[src/rtl/down_counter_timer_if.sv]
// Handshake bundle for down_counter_timer: control/load inputs and count/status outputs.
interface down_counter_timer_if #(
  parameter int unsigned WIDTH = 30
) ();
  logic             load;
  logic [WIDTH-1:0] load_val;
  logic             start;
  logic             pause;
  logic             dec;
  logic [WIDTH-1:0] count;
  logic             busy;
  logic             done;
  logic             expired;

  modport master (
    output load, load_val, start, pause, dec,
    input  count, busy, done, expired
  );

  modport slave (
    input  load, load_val, start, pause, dec,
    output count, busy, done, expired
  );
endinterface

[src/rtl/down_counter_timer.sv]
// Programmable down-counter/timer with done pulse and sticky expired state.
// Optional periodic mode: define AUTO_RELOAD_EN to reload and keep running on expiry.
module down_counter_timer #(
  parameter int unsigned WIDTH = 30
) (
  input logic              clk,
  input logic              clr_n,
  down_counter_timer_if.slave bus
);

  typedef enum logic [1:0] {StIdle, StRun, StPaused, StExpired} state_e;

  state_e           state_q, state_d;
  logic [WIDTH-1:0] count_q, count_d;
  logic [WIDTH-1:0] reload_q, reload_d;
  logic             done_q, done_d;

  always_ff @(posedge clk or negedge clr_n) begin
    if (!clr_n) begin
      state_q  <= StIdle;
      count_q  <= '0;
      reload_q <= '0;
      done_q   <= 1'b0;
    end else begin
      state_q  <= state_d;
      count_q  <= count_d;
      reload_q <= reload_d;
      done_q   <= done_d;
    end
  end

  always_comb begin
    state_d  = state_q;
    count_d  = count_q;
    reload_d = reload_q;
    done_d   = 1'b0;
    if (bus.load) begin
      count_d  = bus.load_val;
      reload_d = bus.load_val;
      state_d  = StIdle;
    end else begin
      unique case (state_q)
        StIdle: begin
          if (bus.start) begin
            if (count_q != '0) begin
              state_d = StRun;
            end else begin
              state_d = StExpired;
              done_d  = 1'b1;
            end
          end
        end
        StRun: begin
          if (bus.pause) begin
            state_d = StPaused;
          end else if (bus.dec && (count_q != '0)) begin
            if (count_q == WIDTH'(1)) begin
              done_d = 1'b1;
`ifdef AUTO_RELOAD_EN
              count_d = reload_q;
`else
              count_d = '0;
              state_d = StExpired;
`endif
            end else begin
              count_d = count_q - WIDTH'(1);
            end
          end
        end
        StPaused: begin
          // start takes precedence over a simultaneous pause here
          if (bus.start) begin
            state_d = StRun;
          end
        end
        StExpired: begin
          if (bus.start) begin
            if (reload_q != '0) begin
              count_d = reload_q;
              state_d = StRun;
            end else begin
              done_d = 1'b1;
            end
          end
        end
        default: state_d = StIdle;
      endcase
    end
  end

  assign bus.count   = count_q;
  assign bus.done    = done_q;
  assign bus.busy    = (state_q == StRun) || (state_q == StPaused);
  assign bus.expired = (state_q == StExpired);

endmodule
[src/flat_wrapper.sv]
// flat-port wrapper written by rule: the top's interface ports become plain ports
module down_counter_timer_flat 
#(
  parameter int unsigned WIDTH = 30
)
  (clk, clr_n, bus_load, bus_load_val, bus_start, bus_pause, bus_dec, bus_count, bus_busy, bus_done, bus_expired);
  down_counter_timer_if #(.WIDTH(WIDTH)) bus_i ();
  input logic clk;
  input logic clr_n;
  input wire logic [$bits(bus_i.load)-1:0] bus_load;
  input wire logic [$bits(bus_i.load_val)-1:0] bus_load_val;
  input wire logic [$bits(bus_i.start)-1:0] bus_start;
  input wire logic [$bits(bus_i.pause)-1:0] bus_pause;
  input wire logic [$bits(bus_i.dec)-1:0] bus_dec;
  output wire logic [$bits(bus_i.count)-1:0] bus_count;
  output wire logic [$bits(bus_i.busy)-1:0] bus_busy;
  output wire logic [$bits(bus_i.done)-1:0] bus_done;
  output wire logic [$bits(bus_i.expired)-1:0] bus_expired;
  assign bus_i.load = bus_load;
  assign bus_i.load_val = bus_load_val;
  assign bus_i.start = bus_start;
  assign bus_i.pause = bus_pause;
  assign bus_i.dec = bus_dec;
  assign bus_count = bus_i.count;
  assign bus_busy = bus_i.busy;
  assign bus_done = bus_i.done;
  assign bus_expired = bus_i.expired;
  down_counter_timer #(.WIDTH(WIDTH)) u_core (.clk(clk), .clr_n(clr_n), .bus(bus_i));
endmodule
[config.mk]
export PLATFORM = sky130hd
export DESIGN_NAME = down_counter_timer_flat
export DESIGN_NICKNAME = d
export VERILOG_FILES = /design/src/rtl/down_counter_timer_if.sv /design/src/rtl/down_counter_timer.sv /design/src/flat_wrapper.sv
export SDC_FILE = /design/constraint.sdc
export NUM_CORES = 1
export LEC_CHECK = 0
export CAP_MARGIN = 30
export CORE_AREA = 2 2 108 110
export DETAILED_ROUTE_END_ITERATION = 10
export DIE_AREA = 0 0 110 112
export PLACE_DENSITY = 0.52
export SLEW_MARGIN = 20
export SYNTH_ARGS = -nofsm -noshare
export SYNTH_HDL_FRONTEND = slang
export SYNTH_SLANG_ARGS = --single-unit
[constraint.sdc]
create_clock -name clk -period 2.2 [get_ports clk]
set_input_delay 0.33 -clock clk [delete_from_list [all_inputs] [get_ports clk]]
set_output_delay 0.33 -clock clk [all_outputs]
set_load 0.05 [all_outputs]
* Word level (Yosys, flattened, before mapping) *
Index checks and enable logic that the tools add are counted.

storage, ports and cells
  memory bits (writable) = 0
  bits of input ports = 36
  memories kept = 0
  latch bits = 0
  flip-flop bits (word level) = 63
  output and inout port bits = 33
  ROM bits = 0
  word-level logic and storage cells = 51

operators by class
  divide/modulo/power cells = 0
  bitwise operators = 0
  add/subtract/negate cells = 1
  order comparisons = 0
  equality and inequality tests = 12
  $mul = 0
  shift operators = 0
  reductions and logical operators = 8
  mux-type cells = 26

operators with widths
  operator                                                                 number
  30-bit two-way mux                                                       6
  30-bit one-hot mux with 2 select lines                                   1
  30-bit nonzero test                                                      2
  30-bit by 1-bit equality test with 1-bit output, second input constant   1
  30-bit by 1-bit subtractor with 30-bit output, second input constant     1
  2-bit two-way mux                                                        9
  3-bit inequality test, second input constant                             4
  1-bit two-way mux                                                        8
  4-bit by 3-bit inequality test with 1-bit output, second input constant  2
  2-bit one-hot mux with 4 select lines                                    1
  3-bit by 2-bit inequality test with 1-bit output, second input constant  2
  6-bit AND reduction                                                      1
  5-bit AND reduction                                                      1
  2-bit equality test, second input constant                               2
  1-bit one-hot mux with 3 select lines                                    1
  3-bit nonzero test                                                       1
  2-bit by 1-bit equality test with 1-bit output, second input constant    1
  2-bit zero test                                                          1
  1-bit logical AND                                                        1
  1-bit logical OR                                                         1

* Logic depth before layout (Yosys ltp) *
  word-level depth = 6
  depth in mapped cells = 10
  mapped depth without buffers = 8

* Least setup slack after synthesis *
No wires, ideal clock.

  path kind = reg2reg
  start point = reg u_core.count_q[0] (netlist: u_core.bus.count[0])
  end point = reg u_core.count_q[24] (netlist: u_core.bus.count[24])
  data required time = 2.079 ns
  library setup time = 0.121 ns
  buffers on the path = 1
  clock period less this slack = 2.623 ns
  stages on the path, launching flop included = 10
  arrival = 2.502 ns
  path slack = -0.423 ns
  cell sequence = dfrtp_1 > inv_1 > ha_1 > or4b_1 > clkbuf_1 > nor4_1 > nand3_1 > nor4_1 > o21ai_0 > a22o_1

between the ends
  longest elaborated chain between the ends = 6
  elaborated cells between the ends (all ways) = 11
  those cells by class = 1 x add/sub; 2 x eq/ne; 5 x mux; 3 x reduce/logical

RTL lines
  what                                                                                                                     line                                                RTL
  start, declared                                                                                                          down_counter_timer.sv:14                            logic [WIDTH-1:0] count_q, count_d;
  start signal, assigned                                                                                                   down_counter_timer.sv:26                            count_q <= count_d;
  30-bit by 1-bit subtractor with 30-bit output / 30-bit by 1-bit equality test with 1-bit output (equally long branches)  down_counter_timer.sv:66, down_counter_timer.sv:57
  30-bit two-way mux                                                                                                       down_counter_timer.sv:57                            if (count_q == WIDTH'(1)) begin
  30-bit two-way mux                                                                                                       down_counter_timer.sv:56                            end else if (bus.dec && (count_q != '0)) begin
  30-bit two-way mux                                                                                                       down_counter_timer.sv:54                            if (bus.pause) begin
  30-bit one-hot mux with 2 select lines                                                                                   down_counter_timer.sv:42                            unique case (state_q)
  30-bit two-way mux                                                                                                       down_counter_timer.sv:37                            if (bus.load) begin

Several ways; a longest one is shown, not always the timed one. The select of a mux whose other input is x is not followed.
A chain may end at the register's enable or synchronous reset.

* Final worst setup path *
  start point = reg u_core.count_q[24] (netlist: u_core.bus.count[24])
  end point = reg u_core.count_q[0] (netlist: u_core.bus.count[0])

between the ends
  longest elaborated chain between the ends = 6
  elaborated cells between the ends (all ways) = 10
  those cells by class = 2 x eq/ne; 5 x mux; 3 x reduce/logical

RTL lines
  what                                             line
  30-bit by 1-bit equality test with 1-bit output  down_counter_timer.sv:57
  30-bit two-way mux                               down_counter_timer.sv:57
  30-bit two-way mux                               down_counter_timer.sv:56
  30-bit two-way mux                               down_counter_timer.sv:54
  30-bit one-hot mux with 2 select lines           down_counter_timer.sv:42
  30-bit two-way mux                               down_counter_timer.sv:37

Several ways; a longest one is shown, not always the timed one. The select of a mux whose other input is x is not followed.

==> flow_summary.yaml <==
drt:
  drcViolationCount: 0
  vias: 3553
  routedWlPerCell_um: 18.48
  drt-pass1-iter-count: 4
  drtIter0Drc: 137
  viasPerCell: 5.392
  postRouteAntennaNets: 0
  routed_wl_um: 12180
yosys:
  synthAdderAreaFrac: 0.02098
  seq_area_frac_synth: 0.4406
  synth_top_family_by_area: "simple AND/OR/NAND/NOR gates"
  synthMuxAreaShare: 0.09126
  synthFlopType: "dfrtp_1"
  synth_cell_types: 56
  yosysWarnings: 0
  yosys.area.top_type_share: 0.4406
  yosys-top-cells-area: "dfrtp_1 (44%), mux2_2 (9.1%), a22o_1 (4.7%)"
  synth_xor_area_frac: 0.009790
  ys_seq_elements: 63
  yosys.area.top_type: "dfrtp_1"
  synth.avg_cell_area_um2: 9.619
  yosys.area_share.simple: 0.2136
  synth_edf_count: 0
  synth_compound_area_frac: 0.1836
  synth_area_um2: 3578
  syn_inst: 372
  synth_fp_nets: 414
  async_reset_ff_frac: 1.000
critical_path:
  worst_path_largest_cell_delay_ps: 580
  crit_required_ps: 2460
  cpLargestDelayFamily: "simple AND/OR/NAND/NOR gates"
  path_buf_inv: 2
  worstSetupEndpointType: "flop"
  cp_data_arrival_time_ps: 2540
  path_cells: "or4_4 -> nor4_4 -> buf_4 -> a31oi_2 -> a2bb2oi_4 -> buf_12 -> o211ai_1 -> a21boi_2"
  worstSetupPathType: "flop to flop"
  crit_path_top_delay_cell: "or4_4"
  start_kind: "flop"
  cp_max_fo: 28
cts:
  root_buffer: "clkbuf_16"
  cts_sinks: 63
  cts_inserted_buffers: 9
  cts_tree: "built"
  clk_latency_ps: 330
  h-tree-depth: 3
  cts_max_path_buffers: 2
  clk_pin_slew_worst_paths_ps: 60
timing:
  whs_ps: -9.067
  timing.fmax_mhz: 437.8
  hold_viol: 9
  rsz0062_at_grt: "yes"
  maxSlewHeadroom: 0.6204
  setup_viol: 28
  tightestPinTransition_ps: 569.4
  min_period_ps: 2284
  fin_skew_ps: 5.279
  drv_slew: 0
  worst_slack_ps: -83.94
  period_share: 1.038
global_route:
  grt_max_degree: 45
  grt_pass1_wl_um: 19620
  gr-usage-all-layers: 0.2103
  grt_pass1_vias: 3710
  grt_overflow: 0
  antenna_found_initial: 0
outcome:
  violations: "negative hold slack, negative setup slack"
  outcome: "finished with violations"
placement:
  placed_cell_area_um2: 4981
  place_congestion: 0.8897
  port_buffers: 68
  dp_hpwl_um: 9092
power_and_ir_drop:
  power.leakage_uw: 0.002268
  power_density_nw_per_um2: 1230
  ir_drop_mv: 0.6673
  total_power_uw: 6845
floorplan:
  ioPinCount: 69
  fp.dieW_um: 110
  die_height_um: 112
  rows: 39
  start_util: 0.3202
  core_area_um2: 11170
  die-area_um2: 12320
cells_and_area:
  synthToLayoutAreaGrowth_pct: 55.56
  design_area_um2: 5567
  layout_commonest_cell: "buf_4"
  diodes: 0
  final_nets: 553
  layout_common_cells: "buf_4 (73), clkdlybuf4s50_1 (65), dfrtp_1 (54), nand2_1 (32), mux2_2 (29)"
  drive_above_1_share: 0.3411
min_path:
  holdCritPathClass: "input pin to async pin"
flow_run:
  cap_violations: 0
[state kept, by name, indices dropped and copies added, names as in the netlist]
name and flops:
u_core.bus.count 30, u_core.state_q 2, u_core.reload_q 30, u_core.bus.done 1
[report_power, final]
part           total (uW)  leakage (uW)  switching [uW]  internal (uW)
combinational        3610       0.00137            2130           1480
clock                1580      0.000155             556           1030
sequential           1650      0.000744             188           1460
[repair_timing]
item,in CTS,in global routing
gates cloned,2,0
pin swaps,11,6
hold buffers,0,0
resized for setup,32,6
endpoints found under the setup margin,32,33
buffers inserted,6,2
[cell families (layout without fill, tap and decap cells)]
logic type	after synthesis	in the layout
muxes	29	29
xor gates and xnor gates	4	4
buffers and inverters	32	176
adders and majority gates	6	6
AOI/OAI and AO/OA	92	92
and+or+nand+nor	146	146
DFF	63	63
[routing by layer]
metal | up-vias | global-route usage | share of wire
li1 | 1677 | - | -
met1 | 1756 | 0.2759 | 0.43
met2 | 97 | 0.3517 | 0.50
met3 | 23 | 0.02869 | 0.043
met4 | 0 | 0.07257 | 0.024
met5 | - | 0 | 0
[metrics by stage]
stage / TNS [ps] / worst slack (ps) / util / std cells
floorplan: -7181 / -269.5 / - / 372
CTS: -685.7 / -81.23 / 0.4940 / 657
global route: -3475 / -173.3 / 0.4982 / 659
detailed placement: -3931 / -227.9 / 0.4458 / 633
finish: -1112 / -83.94 / 0.4982 / 659
global placement: -3057 / -197.0 / 0.4458 / 633
[area by class of cell]
| cell class | count | area [um2] |
|---|---|---|
| Clock buffer | 10 | 239.0 |
| Fill cell | 1020 | 5608 |
| Sequential cell | 63 | 1588 |
| Inverter | 7 | 26.28 |
| Timing Repair Buffer | 153 | 1414 |
| Multi-Input combinational cell | 277 | 2028 |
| Tap cell | 143 | 178.9 |
| Clock inverter | 6 | 92.59 |
[worst paths after layout]
kind | from | to | slack, ps | cells past startpoint
worst max-delay path | u_core.bus.count[24]$_DFFE_PN0P_ | u_core.bus.count[0]$_DFFE_PN0P_ | -80 | 8
worst min-delay path | clr_n | u_core.reload_q[26]$_DFFE_PN0P_ | -9 | 1
worst max register to register | u_core.bus.count[24]$_DFFE_PN0P_ | u_core.bus.count[0]$_DFFE_PN0P_ | -80 | 8
worst min register to register | u_core.reload_q[12]$_DFFE_PN0P_ | u_core.reload_q[12]$_DFFE_PN0P_ | 520 | 1
max in group asynchronous | clr_n | u_core.bus.count[1]$_DFFE_PN0P_ | 1570 | 2
min in group clk | u_core.reload_q[12]$_DFFE_PN0P_ | u_core.reload_q[12]$_DFFE_PN0P_ | 520 | 1
[synthesized netlist by cell type (2+ instances only)]
| cell type | instances |
|---|---|
| dfrtp_1 | 63 |
| nand2_1 | 32 |
| mux2_2 | 29 |
| nor2_1 | 29 |
| o21ai_0 | 26 |
| nor3_1 | 23 |
| a22o_1 | 19 |
| nor4_1 | 16 |
| clkbuf_1 | 14 |
| nand3_1 | 14 |
| o31ai_1 | 8 |
| inv_1 | 7 |
| buf_2 | 6 |
| ha_1 | 6 |
| o2bb2ai_1 | 6 |
| or3_1 | 6 |
| a21oi_1 | 5 |
| a31oi_1 | 5 |
| nand4_1 | 4 |
| nor2b_1 | 3 |
| or2_2 | 3 |
| xor2_1 | 3 |
| a22oi_1 | 2 |
| a2bb2oi_1 | 2 |
| a31o_2 | 2 |
| a32oi_1 | 2 |
| and2_1 | 2 |
| buf_4 | 2 |
| nor4b_1 | 2 |
| o211ai_1 | 2 |
| o22ai_1 | 2 |
| o41ai_1 | 2 |
| or4_1 | 2 |
(Power assumes the default switching activity.)
==> variant 1, RTL diff (same settings) <==
The option `AUTO_RELOAD_EN` is turned on by a define.
--- a/src/rtl/down_counter_timer.sv
+++ b/src/rtl/down_counter_timer.sv
@@ -1,5 +1,7 @@
 // Programmable down-counter/timer with done pulse and sticky expired state.
 // Optional periodic mode: define AUTO_RELOAD_EN to reload and keep running on expiry.
+`define AUTO_RELOAD_EN
+
 module down_counter_timer #(
   parameter int unsigned WIDTH = 30
 ) (
Function: changed (Yosys sat finds a counterexample within 4 cycles, from zero or initial values).
==> variant 1 against the unedited design <==
The flow finishes with violations (negative setup slack). Critical path depth is 1 lower. Wire length rose by 3.9%. Synthesized area rose by 3.1%. Cell area is 1.5% higher. Sequential cell count is the same. Worst setup slack worse by 0.26 ns. Worst hold slack improved by 0.060 ns. Total power shrank 21%. Clock skew rose by 0.0069 ns. Clock power fell by 15%. Critical endpoint is now u_core.bus.count[25]$_DFFE_PN0P_. Highest routed layer unchanged.
==> variant 1: results (changes against the unedited design) <==
Status
The run finished, with violations left. The checks that failed: negative setup slack.

STA
The clock skew after layout is 0.0122 ns (+0.00691 ns). The post-layout worst setup margin is -0.347 ns (-0.263 ns). The setup-violating endpoint count in the final report is 30 (+7.1%). The transition at the pin with the smallest max-transition slack is 0.754 ns (+0.184 ns).

Power and ir drop
The peak ir drop on the vdd network is 0.578 mV (-13%). The total leakage power was 2.30 nW (+1.2%).

Global routing
The largest net degree at the start of global routing came to 36 (-20%). The met1 track demand over resource in global routing was 0.305 (+0.0287). The overall global routing resource usage is 0.216 (+0.00549). The met2 capacity usage during global routing was 0.326 (-0.0254). The global-route wire length before repair came to 20,200 um (+3.1%). The met3 layer usage reported by global route is 0.0433 (+0.0146).

The number of global-route vias before repair is 3,726 (+0.43%).

Placed design
The detailed placer's ending HPWL is 9040 um (-0.53%). The weighted congestion at the end of routability-driven global placement is 0.868 (-2.4%). The pre-CTS worst setup slack is -0.339 ns (-0.111 ns).

Final layout
The number of nets in the layout was 586 (+6.0%). The ratio of cells with drive above 1 in the final layout is 0.312 (-0.0290).

Clock network
The number of buffers on the longest clock path is 2 (unchanged). The clock latency on the worst-skew pair is 0.35 ns (+0.02 ns). The total clock buffers created by CTS is 9 (unchanged).

Routing
The wire length the detailed router placed on met1 came to 6020 um (+14%). The average wire length per cell after detail routing came to 18.3 um (-0.87%). The length of the first detailed-routing pass in iterations is 4 (unchanged). The wire length on met3 was 531 um (+1.7%).

The length of routed met2 wiring is 5930 um (-2.8%). The number of design-rule violations left by the first detailed-router iteration came to 205 (+50%). The post-detailed-route via-to-cell ratio was 5.44 (+0.87%).

Worst setup path
The peak per-stage delay on the critical path is 0.56 ns (-0.02 ns). The signal arrival time at the worst endpoint was 2.77 ns (+0.23 ns). The maximum fanout encountered on the critical timing path is 4 (-86%).

Yosys
The xor/xnor share of the synthesized area is 0.0142 (+0.00445). The sequential cell area fraction in the yosys report is 0.427 (-0.0134). The async set-or-reset flop fraction in the synthesized netlist is 1.00 (unchanged). The post-synthesis cell type count was 56 (unchanged). Sorting the synthesized cells by how often they occur yields 63 x dfrtp_1, 51 x o21ai_0, 29 x nor2_1. The share of synthesized area spent on multiplexers is 0.0519 (-0.0394).

The adder and majority gate portion of the synthesized area is 0.0237 (+0.00275). The number of nets in the synthesized netlist is 448 (+8.2%). The compound-gate portion of the synthesized area is 0.258 (+0.0747). By area the synthesized netlist is led by dfrtp_1 43%, o21ai_0 6.9%, mux2_2 5.2%.
variant 1: cell count changes in the layout (fill, tap and decap cells not counted), sizes merged, moves of 8 or more:
cell / unedited run / this run
a22o: 19 / 3
nand3: 15 / 5
nand2: 33 / 20
inv: 8 / 16
a21oi: 5 / 25
o21ai: 26 / 70
mux2: 29 / 17
variant 1: through the flow:
| step | cells | cell area, sq um | power, mW | setup TNS [ns] |
|---|---|---|---|---|
| finish | 691 | 5650 | 5.39 | -7.98 |
| global route | 691 | 5650 | 5.64 | -10.36 |
| CTS | 687 | 5460 | 5.32 | -7.86 |
| detailed placement | 666 | 5060 | 3.89 | -8.09 |
| global placement | 666 | 5060 | 3.87 | -7.13 |
| floorplan | 405 | 3740 | 2.88 | -9.02 |
variant 1: cell type report:
type	count	area, sq um
Multi-Input combinational cell	299	2120
Fill cell	1043	5530
Timing Repair Buffer	154	1430
Clock inverter	1	5.00
Tap cell	143	179
Sequential cell	63	1590
Inverter	16	60.1
Clock buffer	15	268
variant 1: logic make-up after synthesis:
| group | after synthesis |
|---|---|
| DFF | 63 |
| and+or+nand+nor | 118 |
| muxes | 17 |
| buffers and inverters | 43 |
| AOI/OAI and AO/OA | 151 |
| adders and majority gates | 7 |
| xor gates and xnor gates | 6 |
variant 1: path summary, 6_finish.rpt:
| check | to | slack [ns] | startpoint | depth (start not counted) |
|---|---|---|---|---|
| max in group asynchronous | u_core.bus.count[25]$_DFFE_PN0P_ | 1.49 | clr_n | 2 |
| min in group clk | u_core.reload_q[0]$_DFFE_PN0P_ | 0.44 | bus_load | 2 |
| hold / removal | u_core.reload_q[14]$_DFFE_PN0P_ | 0.05 | clr_n | 1 |
| setup reg to reg | u_core.bus.count[25]$_DFFE_PN0P_ | -0.35 | u_core.bus.count[11]$_DFFE_PN0P_ | 7 |
| setup / recovery | u_core.bus.count[25]$_DFFE_PN0P_ | -0.35 | u_core.bus.count[11]$_DFFE_PN0P_ | 7 |
| hold reg to reg | u_core.reload_q[19]$_DFFE_PN0P_ | 0.51 | u_core.reload_q[19]$_DFFE_PN0P_ | 1 |
variant 1: worst reg2reg max path, cell delays in order (launching register included):
cell      delay (ns)
dfrtp_2         0.40
or4_4           0.53
or4_4           0.56
o311ai_4        0.30
buf_4           0.19
o21ai_2         0.06
a31o_2          0.21
a22o_1          0.18
variant 1: power breakdown:
group	internal, mW	total [mW]	switching [mW]	leakage (nW)
logic	1.02	2.47	1.45	1.42
registers	1.38	1.57	0.184	0.743
clock network	0.824	1.35	0.525	0.134
total	3.23	5.39	2.16	2.30
variant 1: repair_timing:
action	CTS	global route
hold endpoints to repair	0	0
setup buffers	3	3
setup endpoints to repair	31	33
pin swaps	6	13
cloned	2	1
resized for setup	22	30
hold buffers	0	0
